File: src/rtl/spi_flash_sched.sv
// Two-client round-robin command scheduler feeding a byte-level SPI flash engine.
// Expands READ/PROGRAM/ERASE_4K/STATUS into WREN, opcode, address, data and status-poll bytes.
module spi_flash_sched #(
  parameter int unsigned POLL_LIMIT = 1023
) (
  input  logic        clk,
  input  logic        n_rst,
  input  logic [1:0]  req_valid,
  output logic [1:0]  req_ready,
  input  logic [3:0]  req_op,
  input  logic [47:0] req_addr,
  input  logic [15:0] req_len,
  output logic        grant_id,
  output logic        busy,
  input  logic [7:0]  wr_data,
  input  logic        wr_valid,
  output logic        wr_ready,
  output logic [7:0]  rd_data,
  output logic        rd_valid,
  output logic        done,
  output logic        error,
  output logic        eng_start,
  output logic [7:0]  eng_tx,
  output logic        eng_last,
  input  logic        eng_done,
  input  logic [7:0]  eng_rx
);

  localparam logic [2:0] IDLE     = 3'd0;
  localparam logic [2:0] WREN     = 3'd1;
  localparam logic [2:0] CMD      = 3'd2;
  localparam logic [2:0] ADDR     = 3'd3;
  localparam logic [2:0] DATA     = 3'd4;
  localparam logic [2:0] POLL_CMD = 3'd5;
  localparam logic [2:0] POLL_RD  = 3'd6;
  localparam logic [2:0] FIN      = 3'd7;

  localparam logic [1:0] OP_READ  = 2'd0;
  localparam logic [1:0] OP_PROG  = 2'd1;
  localparam logic [1:0] OP_ERASE = 2'd2;
  localparam logic [1:0] OP_STAT  = 2'd3;

  localparam int unsigned PW = (POLL_LIMIT < 2) ? 1 : $clog2(POLL_LIMIT + 1);

  logic [2:0]    state;
  logic [1:0]    op;
  logic [23:0]   addr;
  logic [7:0]    len;
  logic [8:0]    cnt;
  logic [PW-1:0] poll_cnt;
  logic          rr_ptr;
  logic          inflight;
  logic          kick;

  logic          win;
  logic [1:0]    win_op;
  logic [23:0]   win_addr;
  logic [7:0]    win_len;

  logic [2:0]    nstate;
  logic [8:0]    ncnt;
  logic          fin;
  logic          fin_err;
  logic          fwd;

  logic [2:0]    sel_st;
  logic [8:0]    sel_cnt;
  logic [7:0]    nxt_tx;
  logic          nxt_last;

  always_comb begin
    win      = (req_valid == 2'b11) ? rr_ptr : req_valid[1];
    win_op   = win ? req_op[3:2]     : req_op[1:0];
    win_addr = win ? req_addr[47:24] : req_addr[23:0];
    win_len  = win ? req_len[15:8]   : req_len[7:0];
  end

  // Sequence step taken when the in-flight byte completes.
  always_comb begin
    nstate  = state;
    ncnt    = cnt;
    fin     = 1'b0;
    fin_err = 1'b0;
    fwd     = 1'b0;
    case (state)
      WREN: begin
        nstate = CMD;
        ncnt   = '0;
      end
      CMD: begin
        nstate = (op == OP_STAT) ? DATA : ADDR;
        ncnt   = '0;
      end
      ADDR: begin
        if (cnt == 9'd2) begin
          nstate = (op == OP_ERASE) ? POLL_CMD : DATA;
          ncnt   = '0;
        end else begin
          ncnt = cnt + 9'd1;
        end
      end
      DATA: begin
        if (op == OP_PROG) begin
          if (cnt == {1'b0, len}) nstate = POLL_CMD;
          else                    ncnt = cnt + 9'd1;
        end else begin
          fwd = 1'b1;
          if (op == OP_STAT || cnt == {1'b0, len}) fin = 1'b1;
          else                                     ncnt = cnt + 9'd1;
        end
      end
      POLL_CMD: nstate = POLL_RD;
      POLL_RD: begin
        if (!eng_rx[0]) begin
          fin = 1'b1;
        end else if (poll_cnt == PW'(POLL_LIMIT - 1)) begin
          fin     = 1'b1;
          fin_err = 1'b1;
        end else begin
          nstate = POLL_CMD;
        end
      end
      default: ;
    endcase
  end

  // Byte to launch: for the next position on completion, else for the current one.
  always_comb begin
    sel_st   = inflight ? nstate : state;
    sel_cnt  = inflight ? ncnt : cnt;
    nxt_tx   = 8'hff;
    nxt_last = 1'b0;
    case (sel_st)
      WREN: begin
        nxt_tx   = 8'h06;
        nxt_last = 1'b1;
      end
      CMD: begin
        case (op)
          OP_READ:  nxt_tx = 8'h03;
          OP_PROG:  nxt_tx = 8'h02;
          OP_ERASE: nxt_tx = 8'h20;
          default:  nxt_tx = 8'h05;
        endcase
      end
      ADDR: begin
        case (sel_cnt[1:0])
          2'd0:    nxt_tx = addr[23:16];
          2'd1:    nxt_tx = addr[15:8];
          default: nxt_tx = addr[7:0];
        endcase
        nxt_last = (op == OP_ERASE) && (sel_cnt == 9'd2);
      end
      DATA:     nxt_last = (op == OP_STAT) || (sel_cnt == {1'b0, len});
      POLL_CMD: nxt_tx = 8'h05;
      POLL_RD:  nxt_last = 1'b1;
      default: ;
    endcase
  end

  always_ff @(posedge clk or negedge n_rst) begin
    if (!n_rst) begin
      state     <= IDLE;
      op        <= OP_READ;
      addr      <= '0;
      len       <= '0;
      cnt       <= '0;
      poll_cnt  <= '0;
      rr_ptr    <= 1'b0;
      inflight  <= 1'b0;
      kick      <= 1'b0;
      req_ready <= '0;
      grant_id  <= 1'b0;
      busy      <= 1'b0;
      wr_ready  <= 1'b0;
      rd_data   <= '0;
      rd_valid  <= 1'b0;
      done      <= 1'b0;
      error     <= 1'b0;
      eng_start <= 1'b0;
      eng_tx    <= 8'hff;
      eng_last  <= 1'b0;
    end else begin
      req_ready <= '0;
      rd_valid  <= 1'b0;
      done      <= 1'b0;
      error     <= 1'b0;
      eng_start <= 1'b0;
      if (state != IDLE) busy <= 1'b1;

      if (state == IDLE) begin
        if (|req_valid) begin
          req_ready <= win ? 2'b10 : 2'b01;
          grant_id  <= win;
          rr_ptr    <= ~win;
          op        <= win_op;
          addr      <= win_addr;
          len       <= win_len;
          cnt       <= '0;
          poll_cnt  <= '0;
          kick      <= 1'b1;
          state     <= (win_op == OP_PROG || win_op == OP_ERASE) ? WREN : CMD;
        end
      end else if (state == FIN) begin
        state <= IDLE;
      end else if (kick) begin
        kick      <= 1'b0;
        inflight  <= 1'b1;
        eng_start <= 1'b1;
        eng_tx    <= nxt_tx;
        eng_last  <= nxt_last;
      end else if (inflight) begin
        if (eng_done) begin
          inflight <= 1'b0;
          state    <= nstate;
          cnt      <= ncnt;
          if (fwd) begin
            rd_valid <= 1'b1;
            rd_data  <= eng_rx;
          end
          if (state == POLL_RD && !fin) poll_cnt <= poll_cnt + 1'b1;
          // Completion retires straight to IDLE so a new accept can land while done is visible.
          if (fin) begin
            done  <= 1'b1;
            error <= fin_err;
            busy  <= 1'b0;
            state <= IDLE;
          end else if (nstate == DATA && op == OP_PROG) begin
            wr_ready <= 1'b1;
          end else begin
            inflight  <= 1'b1;
            eng_start <= 1'b1;
            eng_tx    <= nxt_tx;
            eng_last  <= nxt_last;
          end
        end
      end else if (state == DATA && op == OP_PROG && wr_valid && wr_ready) begin
        wr_ready  <= 1'b0;
        inflight  <= 1'b1;
        eng_start <= 1'b1;
        eng_tx    <= wr_data;
        eng_last  <= nxt_last;
      end
    end
  end

endmodule

File: config.mk
export PLATFORM = sky130hd
export DESIGN_NAME = spi_flash_sched
export DESIGN_NICKNAME = d
export VERILOG_FILES = /design/src/rtl/spi_flash_sched.sv
export SDC_FILE = /design/constraint.sdc
export NUM_CORES = 1
export LEC_CHECK = 0
export CORE_ASPECT_RATIO = 0.75
export CORE_UTILIZATION = 52
export DETAILED_ROUTE_END_ITERATION = 12
export PLACE_DENSITY = 0.88
export SKIP_CTS_REPAIR_TIMING = 1
export SYNTH_ARGS = -nofsm -noshare
export SYNTH_HDL_FRONTEND = slang
export SYNTH_SLANG_ARGS = --single-unit
File: constraint.sdc
create_clock -name clk -period 4 [get_ports clk]
set_input_delay 0.6 -clock clk [delete_from_list [all_inputs] [get_ports clk]]
set_output_delay 0.6 -clock clk [all_outputs]
set_load 0.005 [all_outputs]
==> key figures <==
Yosys
  – Synth area leader: dfrtp_1
  – EDFF count, synth: 0
  – Yosys warns: 0
  – Main area contributors after synthesis: dfrtp_1 35%, mux2i_1 7.4%, o21ai_0 6.5%
  – Top cell type's share of synthesized area: 34.8%
  – Post-Synth Adder-Cell Area: 1.81%
  – Syn nets: 752
  – Sequential element share of the synthesized area: 38.6%
  – Syn Inst Count: 654
  – Yosys reg bits: 85
  – Cell area after synthesis: 0.00554 mm²
  – Synth Area in Compound Gates: approximately 20%
  – Count of cell types in the netlist: 75
  – XOR/XNOR Fraction of Synth Area: 3.32%
  – Avg Inst Size Synth: 8.48 µm²
  – Multiplexer area fraction after synthesis: 8.28%
  – Largest family of logic cells by synthesized area: simple AND/OR/NAND/NOR gates
  – Synth async-reset ratio: 100%
  – Main flop type after synthesis: dfrtp_1
  – Post-synthesis simple-gate area fraction: 22.7%

Drt
  – Vias per cell: 6.17
  – Routed WL: 17.5 mm
  – DR DRC count: 0
  – Via count: 5537
  – Antenna-violating nets left: 0
  – Avg WL per Cell: approximately 19 µm
  – First drt pass iteration count: 6
  – Initial drt markers: approximately 550

Run status
  – Status: finished clean

Die
  – Core Region: a little over 0.01 mm²
  – Die W: 121 µm
  – Die height: slightly above 90 µm
  – Starting density of the core: 53.7%
  – Die ar.: 0.0111 mm²
  – Row count: 32
  – IO Pins: 116

Finish
  – Final Core Density: approximately 69%
  – Diodes inserted: 0
  – Share of cells above drive strength 1: 8.92%
  – Area grow syn2layout: 28.3%
  – # nets final: 855

Setup path
  – End of the worst register-to-register path: eng_tx[6]
  – Startpoint Class: register
  – CP Cell Sequence: xor2_1 > or4_4 > or3_2 > o21ai_0 > nor4b_1 > buf_4 > o41ai_4 > o211ai_1 > a21oi_1 > nor3_1
  – Critical Path AT: 3860 ps
  – R2r setup slk: 400 ps
  – Critical path class: reg2reg
  – Worst-path fanout max: 12
  – Largest stage delay on the critical path: 540 ps
  – Worst EP required: roughly 4300 ps
  – CP Capture Type: register
  – Worst r2r src: cnt[5]
  – Crit-path slowest cell: dfrtp_1
  – Worst reg2reg path depth: 10

Global routing
  – Met1 Resource Use GR: between 40% and 50%
  – Vias in the first global route: 5257
  – First-pass GRT wire length: 27.7 mm
  – Top Usage Layer GRT: met2
  – Grt ovf: 0
  – GRT Overall Usage: 32.5%
  – Largest net degree at the start of global routing: 86
  – Grt met2 use: between 50% and 60%
  – Grt met3 use: under 10%
  – Initial antenna violation count: 0

Clocking
  – Cts bufs inserted: 9
  – Root Driver: clkbuf_16
  – Clk_lat worst skew: roughly 350 ps
  – H-Tree Level Count: 3
  – Max clock buf depth: 2
  – Clock tree sinks: 85
  – Clk slew on worst S/H paths: 70 ps
  – CTS tree: done

Power and ir drop
  – Post-route total power: roughly 4500 µW
  – Static leakage: 0.00305 µW
  – Pwr per Cell Area: 628 mW/mm²
  – Peak supply drop: between 0.3 and 0.4 mV

Flow run
  – Max Cap Viol: 0

Timing
  – Rel. slew slack: 27.2%
  – Final slew viol count: 0
  – Period minus WS final: around 3600 ps
  – Endpoints failing setup: 0
  – Worst slew pin tran: 1090 ps
  – RSZ-0062 raised after global routing: false
  – Final Skew: 8.74 ps
  – Final worst path period share: roughly nine tenths
  – Final setup TNS: 0 ps
  – Fmax: 278 MHz
  – Final Hold Fails: 0

Placed design
  – Gpl congestion: approximately 0.9
  – Final HPWL DP: approximately 13 mm
  – Port bufs: 115

Min path
  – Hold crit path type: in2async
-- metal layers --
layer,up-vias,part of all wire [%],routed length [µm]
li1,2566,-,-
met1,2612,43,7540
met2,313,47,8250
met3,46,7.8,1360
met4,0,1.9,338
met5,-,0,0
-- cell type report --
cell class / count / area [µm²]
Clock buffer: 10 / 239
Clock inverter: 6 / 65.1
Fill cell: 795 / 3220
Inverter: 21 / 78.8
Multi-Input combinational cell: 507 / 3140
Sequential cell: 85 / 2140
Tap cell: 136 / 170
Timing Repair Buffer: 133 / 1280
-- registers in the layout, summed over array words and instances, names as in the netlist, named ones only --
signal / cells
kick: 1
wr_ready: 1
done: 1
state: 3
rd_data: 8
error: 1
op: 2
eng_tx: 8
rr_ptr: 1
eng_start: 1
len: 8
inflight: 1
cnt: 9
eng_last: 1
req_ready: 2
addr: 24
poll_cnt: 10
grant_id: 1
rd_valid: 1
-- cells by family (layout without fill, tap and decap cells) --
group | count (synthesis) | in the layout
multiplexers | 45 | 45
flip-flops | 85 | 85
AO/OA/AOI/OAI | 174 | 174
adder cells (fa/ha/maj) | 8 | 8
AND/OR/NAND/NOR | 259 | 259
XOR/XNOR | 21 | 21
buffers and inverters | 62 | 170
-- worst max-delay path by stage --
| stage | start | endpoint | slack [ps] | depth (start not counted) |
|---|---|---|---|---|
| global route | cnt[5] | eng_tx[4] | 170 | 10 |
| detailed placement | cnt[5] | eng_last | 500 | 10 |
| CTS | cnt[5] | eng_tx[6] | 470 | 10 |
| global placement | cnt[5] | eng_tx[0] | 570 | 8 |
| floorplan | cnt[0] | eng_last | 690 | 12 |
| finish | cnt[5] | eng_tx[6] | 400 | 10 |
-- where the power goes --
group	leakage [µW]	switching, µW	internal (µW)	total, µW
combinational	0.00181	1230	926	2160
sequential	0.00109	298	1150	1450
clock	0.000150	400	458	858
total	0.00305	1930	2540	4470
-- cell usage in the layout (no fill, tap or decap), types with 5 or more instances in the layout --
master / netlist / layout
mux2i_1: 41 / 41
and3_1: 6 / 6
nand4_1: 6 / 6
xor2_1: 10 / 10
xnor2_1: 11 / 11
o21ai_0: 72 / 71
a22oi_1: 12 / 12
a31oi_1: 6 / 6
or3_1: 5 / 5
nand3_1: 27 / 27
nand2_1: 96 / 96
nor3_1: 17 / 17
inv_1: 20 / 20
and4_1: 5 / 5
nand2b_1: 5 / 5
clkbuf_16: 0 / 9
buf_4: 0 / 19
o211ai_1: 8 / 8
nor4_1: 9 / 9
nor2_1: 52 / 52
ha_1: 8 / 8
a21oi_1: 24 / 24
clkdlybuf4s50_1: 0 / 114
dfrtp_1: 77 / 77
dfstp_2: 8 / 8
and2_1: 6 / 6
-- Yosys cell counts, drive strengths merged (5+ instances only) --
cell type and count:
mux2i 41, buf 7, nand2 96, nand3 28, or3 6, a22oi 12, nand4 6, a21oi 24
and4 5, and2 7, clkbuf 34, a31oi 6, and3 7, inv 20, o211ai 8, xnor2 11
dfrtp 77, nor4 10, nand2b 5, o21ai 76, dfstp 8, nor3 17, nor2 52, ha 8
xor2 10
-- critical path: cells and delay by family (launching register included) --
family / cells / cell delay, ps
compound gates: 4 / 1300
simple gates: 4 / 1260
flops: 1 / 540
xor+xnor: 1 / 220
buf+inv: 1 / 180
-- metrics by stage --
step           cell area [µm²]  hold WS (ps)  std cells  worst slack [ps]
2_1_floorplan             5540           304        654               687
3_3_place_gp              6810           458        882               566
4_1_cts                   7110           479        898               469
6_report                  7110           439        898               404
5_1_grt                   7110           500        898               168
3_5_place_dp              6810           462        882               498
No activity file was read; power rests on OpenSTA's default activity.
